<file path="src/rtl/delay_arbiter.sv">
// Round-robin arbiter that hands a single shared millisecond timer to N_REQ requesters.
// Optional watchdog abort is compiled in when DLY_ARB_WDOG_EN is defined.
module delay_arbiter #(
    parameter int          N_REQ       = 4,
    parameter logic [31:0] WDOG_CYCLES = 32'd2_000_000
) (
    input  logic               CLK,
    input  logic               RST,
    input  logic [N_REQ-1:0]   REQ,
    input  logic [12*N_REQ-1:0] REQ_MS,
    output logic [N_REQ-1:0]   GNT,
    output logic [N_REQ-1:0]   FIN,
    output logic               BUSY,
    output logic [11:0]        TMR_MS,
    output logic               TMR_EN,
    input  logic               TMR_FIN
`ifdef DLY_ARB_WDOG_EN
    ,
    output logic               ERR
`endif
);

    localparam int IW = (N_REQ > 1) ? $clog2(N_REQ) : 1;

    typedef enum logic [1:0] {IDLE, RUN, DONE, RELEASE} state_t;

    state_t          state;
    logic [IW-1:0]   winner;
    logic [IW-1:0]   last;
    logic [IW-1:0]   pick;
    logic            found;
    int              idx;

`ifdef DLY_ARB_WDOG_EN
    logic [31:0]     wdog_cnt;
`endif

    assign BUSY = (state != IDLE);

    // Search upward from the requester after the previous owner, wrapping around.
    always_comb begin
        pick  = '0;
        found = 1'b0;
        idx   = 0;
        for (int k = 1; k <= N_REQ; k++) begin
            idx = int'(last) + k;
            if (idx >= N_REQ) begin
                idx = idx - N_REQ;
            end
            if (!found && REQ[idx]) begin
                found = 1'b1;
                pick  = IW'(idx);
            end
        end
    end

    always_ff @(posedge CLK or negedge RST) begin
        if (!RST) begin
            state  <= IDLE;
            GNT    <= '0;
            FIN    <= '0;
            TMR_EN <= 1'b0;
            TMR_MS <= '0;
            winner <= '0;
            last   <= IW'(N_REQ - 1);
`ifdef DLY_ARB_WDOG_EN
            ERR      <= 1'b0;
            wdog_cnt <= '0;
`endif
        end else begin
`ifdef DLY_ARB_WDOG_EN
            ERR <= 1'b0;
`endif
            case (state)
                IDLE: begin
                    if (found) begin
                        winner <= pick;
                        GNT    <= N_REQ'(1) << pick;
                        TMR_MS <= REQ_MS[12*int'(pick) +: 12];
                        TMR_EN <= 1'b1;
                        state  <= RUN;
`ifdef DLY_ARB_WDOG_EN
                        wdog_cnt <= '0;
`endif
                    end
                end
                // A requester withdrawing its request wins over a timer that finishes on the same edge.
                RUN: begin
                    if (!REQ[winner]) begin
                        GNT    <= '0;
                        TMR_EN <= 1'b0;
                        state  <= RELEASE;
                    end else if (TMR_FIN) begin
                        FIN   <= N_REQ'(1) << winner;
                        state <= DONE;
                    end
`ifdef DLY_ARB_WDOG_EN
                    else if (wdog_cnt == WDOG_CYCLES - 32'd1) begin
                        ERR    <= 1'b1;
                        GNT    <= '0;
                        TMR_EN <= 1'b0;
                        state  <= RELEASE;
                    end else begin
                        wdog_cnt <= wdog_cnt + 32'd1;
                    end
`endif
                end
                DONE: begin
                    if (!REQ[winner]) begin
                        FIN    <= '0;
                        GNT    <= '0;
                        TMR_EN <= 1'b0;
                        state  <= RELEASE;
                    end
                end
                RELEASE: begin
                    if (!TMR_FIN) begin
                        last  <= winner;
                        state <= IDLE;
                    end
                end
                default: state <= IDLE;
            endcase
        end
    end

endmodule

</file>
<file path="config.mk">
export PLATFORM = sky130hd
export DESIGN_NAME = delay_arbiter
export DESIGN_NICKNAME = d
export VERILOG_FILES = /design/src/rtl/delay_arbiter.sv
export SDC_FILE = /design/constraint.sdc
export NUM_CORES = 1
export LEC_CHECK = 0
export ABC_AREA = 1
export BUFFER_PORTS_ARGS = -buffer_cell sky130_fd_sc_hd__clkbuf_2
export CORE_UTILIZATION = 40
export CTS_CLUSTER_SIZE = 28
export DETAILED_ROUTE_END_ITERATION = 10
export HOLD_SLACK_MARGIN = 0.12
export PLACE_DENSITY = 0.77
export SYNTH_ARGS = -nofsm -noshare
export SYNTH_HDL_FRONTEND = slang
export SYNTH_SLANG_ARGS = --single-unit
</file>
<file path="constraint.sdc">
create_clock -name CLK -period 5.2 [get_ports CLK]
set_clock_uncertainty 0.2 [all_clocks]
set_input_delay 0 -clock CLK [delete_from_list [all_inputs] [get_ports CLK]]
set_output_delay 0 -clock CLK [all_outputs]
set_load 0.01 [all_outputs]
</file>
==> summary.txt <==
Run status
  – Result of the run: complete, no violations

Synth
  – Post-synthesis register bit count: 27
  – Post-synthesis cell count: roughly 310
  – Post-synthesis cell type with the largest combined area: sky130_fd_sc_hd__nand2_1
  – Synth cell types: 25
  – Async set or reset register ratio after synthesis: 1.000
  – Share of the synthesized area in the top cell type: 0.3255
  – Number of enable flip-flop cells after synthesis: 0
  – Synthesis warning total: 0
  – Leading post-synthesis cells by cell area: sky130_fd_sc_hd__nand2_1 (33%), sky130_fd_sc_hd__dfrtp_1 (31%), sky130_fd_sc_hd__nand4_1 (7.7%)
  – Post-synth design cell area: 2018 um2
  – Mapped Avg Cell Area: ~6.4 um2
  – Sequential area share after synthesis: 0.3360
  – Syn_nets: approximately 370
  – Top_reg_cell synth: sky130_fd_sc_hd__dfrtp_1

Die
  – Starting density of the core: 0.4217
  – Area of the die: about 5300 um2
  – Horizontal extent of the die: around 73 um
  – Die boundary height: 73.03 um
  – Core region area: between 4000 and 5000 um2
  – Site row count: 25
  – Io pins: 77

STA
  – Actual slew at the worst max-slew pin: around 0.53 ns
  – Final worst-path cycle share: 0.7482
  – Setup_tns: 0 ns
  – Relative max-transition margin: 0.6430
  – Min Tclk post-route: a little under 4 ns
  – Setup violations, final: 0
  – Max Clock Freq: between 0.2 and 0.3 GHz
  – Final hold violations: 0
  – Number of pins exceeding their max-slew limit in the final report: 0
  – RSZ-0062 raised after global routing: false

Worst setup path
  – Data arrival time of the critical path: slightly below 4 ns
  – Kind of end point of the critical path: flip-flop
  – Maximum fanout encountered on the critical timing path: 28
  – Worst Setup Start Kind: flip-flop
  – Critical setup path kind: reg2reg
  – Terminus of the critical flop-to-flop path: TMR_MS[4]$_DFFE_PN0P_
  – Startpoint of the most critical register-to-register path: last[0]$_DFFE_PN1P_
  – Worst endpoint required time: around 5.2 ns
  – Count of cells along the worst register-to-register path: 17
  – Worst reg-to-reg setup slack: approximately 1.3 ns

Min path
  – Worst-case hold path end point: TMR_MS[8]$_DFFE_PN0P_
  – Worst min-delay path startpoint: TMR_MS[8]$_DFFE_PN0P_
  – Hold-critical path depth: 2
  – Worst min-delay path category: reg2reg

Placed design
  – Count of input and output buffers: 76
  – Gp weighted congestion: 0.8325
  – Half-perimeter wire length after placement: 3.827 mm

Clock network
  – Max Buffers Root-to-Sink: 2
  – Post-CTS repair timing setup buffer count: 0
  – Clock transition at the register clock pins on the worst setup and hold paths after CTS: approximately 0.10 ns
  – Clk Latency, worst-skew pair: approximately 0.27 ns
  – TritonCTS clock tree: done
  – Sink count of the clock tree: 27
  – H-tree Lvls: 1
  – Cell at the root of the clock tree: sky130_fd_sc_hd__clkbuf_8
  – Number of clock buffers inserted by TritonCTS: 3

Route
  – Iteration-0 DRC count of the detailed router: 131
  – Total vias in the final route: 2399
  – DRC: 0
  – Detail-routed net length per standard cell: between 10 and 15 um
  – Vias/cell: approximately 4.9
  – Detailed Route WL: approximately 6 mm
  – 1st-pass router iterations: 4
  – Residual antenna-violating net count after detailed routing: 0

Job
  – Number of maximum-capacitance violations: 0

Global routing
  – Gr usage total: 0.2230
  – M3 GR Usage: 0.02486
  – Number of global-route vias before repair: between 2000 and 2500
  – Antenna violations before repair: 0
  – Grt met2 use: 0.3981
  – Global-route wire length before repair: around 9 mm
  – Met1 demand-to-capacity share in global routing: 0.2809
  – GRT Residual Overflow: 0
  – GR peak layer: met2
  – Maximum number of pins on one net before global-route repair: 29

Power and ir drop
  – Worst supply voltage drop on vdd: ~320 uV
  – Part of the power in combinational logic: 0.760
  – Net Sw Frac: 0.5052
  – Sequential power share: 0.183
  – Part of the power in the clock network: 0.057
  – Internal Power: around 0.0011 W
  – LEAKAGE: around 1.6 nW
  – Total power per unit cell area: between 700 and 800 nW/um2
  – Net switching power figure: between 0.001 and 0.0015 W

Final layout
  – Net total in the final layout: 482
  – Final Util: 0.5974
  – Fraction of final layout cells with drive strength greater than 1: 0.2310
  – Antenna diode count: 0
  – Area added between synthesis and finish: 41.66%
worst max path at each step:
stage,start,to,slack [ns],depth (start not counted)
after global routing,last[0]$_DFFE_PN1P_,TMR_MS[2]$_DFFE_PN0P_,1.05,17
after global placement,last[0]$_DFFE_PN1P_,winner[1]$_DFFE_PN0P_,2.55,11
after CTS,last[0]$_DFFE_PN1P_,TMR_MS[4]$_DFFE_PN0P_,1.37,17
final,last[0]$_DFFE_PN1P_,TMR_MS[4]$_DFFE_PN0P_,1.31,17
after floorplan,last[0]$_DFFE_PN1P_,TMR_MS[11]$_DFFE_PN0P_,3.13,17
after detailed placement,last[0]$_DFFE_PN1P_,winner[1]$_DFFE_PN0P_,2.42,11
cells in the mapped netlist, types with 3 or more instances:
master,instances
sky130_fd_sc_hd__nor2_1,4
sky130_fd_sc_hd__o21ai_0,10
sky130_fd_sc_hd__ha_1,6
sky130_fd_sc_hd__nand2_1,175
sky130_fd_sc_hd__inv_1,19
sky130_fd_sc_hd__nand4_1,25
sky130_fd_sc_hd__dfrtp_1,25
sky130_fd_sc_hd__o31ai_1,3
sky130_fd_sc_hd__nand3_1,8
sky130_fd_sc_hd__o21ai_1,4
sky130_fd_sc_hd__nand2_2,6
sky130_fd_sc_hd__buf_2,9
placed cells by master (no fill, tap or decap), types with 2 or more instances in the layout:
| cell type | synthesis | routed |
|---|---|---|
| sky130_fd_sc_hd__nand4_1 | 25 | 25 |
| sky130_fd_sc_hd__nand3_1 | 8 | 8 |
| sky130_fd_sc_hd__inv_2 | 2 | 2 |
| sky130_fd_sc_hd__o21ai_0 | 10 | 10 |
| sky130_fd_sc_hd__dfrtp_1 | 25 | 25 |
| sky130_fd_sc_hd__o21ai_1 | 4 | 4 |
| sky130_fd_sc_hd__o31ai_1 | 3 | 3 |
| sky130_fd_sc_hd__ha_1 | 6 | 6 |
| sky130_fd_sc_hd__nand2_2 | 6 | 6 |
| sky130_fd_sc_hd__dfstp_2 | 2 | 2 |
| sky130_fd_sc_hd__clkbuf_2 | 0 | 76 |
| sky130_fd_sc_hd__inv_1 | 19 | 19 |
| sky130_fd_sc_hd__nand3_2 | 2 | 2 |
| sky130_fd_sc_hd__dlygate4sd3_1 | 0 | 39 |
| sky130_fd_sc_hd__nor2_1 | 4 | 4 |
| sky130_fd_sc_hd__nand2_1 | 175 | 175 |
| sky130_fd_sc_hd__clkbuf_8 | 0 | 3 |
| sky130_fd_sc_hd__nand3_4 | 2 | 2 |
registers in the layout, summed over array words and instances (netlist names):
name / flops
TMR_MS: 12
FIN: 4
GNT: 4
last: 2
state: 2
winner: 2
TMR_EN: 1
metrics by stage:
step	power (W)	area, um2	instances	hold WS [ns]	worst slack, ns
finish	0.002128	2859	487	0.2881	1.310
global route	0.002328	2859	487	0.3082	1.047
CTS	0.002090	2859	487	0.2723	1.366
detailed placement	0.001634	2400	443	-0.1353	2.421
global placement	0.001610	2400	443	-0.1395	2.554
floorplan	0.001410	2018	313	-0.4956	3.130
cell families (layout without fill, tap and decap cells):
family | after synthesis | in the layout | synth area share
AOI/OAI and AO/OA | 22 | 22 | 0.06200
and+or+nand+nor | 223 | 223 | 0.4817
buffers and inverters | 35 | 142 | 0.08307
DFF | 27 | 27 | 0.3360
adders and majority gates | 6 | 6 | 0.03720
power groups by stage:
| stage | Clock, W | Combinational [W] | Sequential, W |
|---|---|---|---|
| after floorplan | 0 | 0.00101 | 0.000395 |
| after global placement | 0 | 0.00122 | 0.000389 |
| after detailed placement | 0 | 0.00125 | 0.000389 |
| after CTS | 0.000123 | 0.00158 | 0.000387 |
| after global routing | 0.000131 | 0.00180 | 0.000400 |
| final | 0.000122 | 0.00162 | 0.000389 |
worst max-delay path, stage by stage, from the launching register on:
cell and delay, ns:
sky130_fd_sc_hd__dfstp_2 0.66, sky130_fd_sc_hd__inv_4 0.08, sky130_fd_sc_hd__nand2_1 0.09, sky130_fd_sc_hd__nand2_2 0.07, sky130_fd_sc_hd__nand2_1 0.06, sky130_fd_sc_hd__nand2_1 0.08
sky130_fd_sc_hd__nand2_1 0.10, sky130_fd_sc_hd__nand2_1 0.06, sky130_fd_sc_hd__nand2_2 0.38, sky130_fd_sc_hd__nand3_4 0.39, sky130_fd_sc_hd__nand2_1 0.17, sky130_fd_sc_hd__nand2_1 0.07
sky130_fd_sc_hd__dlygate4sd3_1 0.56, sky130_fd_sc_hd__nand2_1 0.08, sky130_fd_sc_hd__nand2_1 0.06, sky130_fd_sc_hd__dlygate4sd3_1 0.55, sky130_fd_sc_hd__nand2_1 0.06, sky130_fd_sc_hd__nand2_1 0.05
cell type report:
class	instances	area, um2
Sequential cell	27	678.2
Clock buffer	3	41.29
Inverter	22	85.08
Clock inverter	1	7.507
Timing Repair Buffer	116	790.8
Multi-Input combinational cell	251	1172
Fill cell	448	1927
Tap cell	67	83.83
repair_timing:
item	4_1_cts	5_1_grt
hold endpoints to repair	43	0
hold buffers	40	0
gates resized for setup	0	0
layer usage:
| layer | share of wire | wire [um] | vias to the layer above |
|---|---|---|---|
| met5 | 0 | 0 | - |
| met4 | 0.010 | 59 | 0 |
| met3 | 0.045 | 267 | 10 |
| met2 | 0.50 | 2979 | 78 |
| met1 | 0.44 | 2600 | 1095 |
| li1 | - | - | 1216 |
No activity file was read; power rests on OpenSTA's default activity.
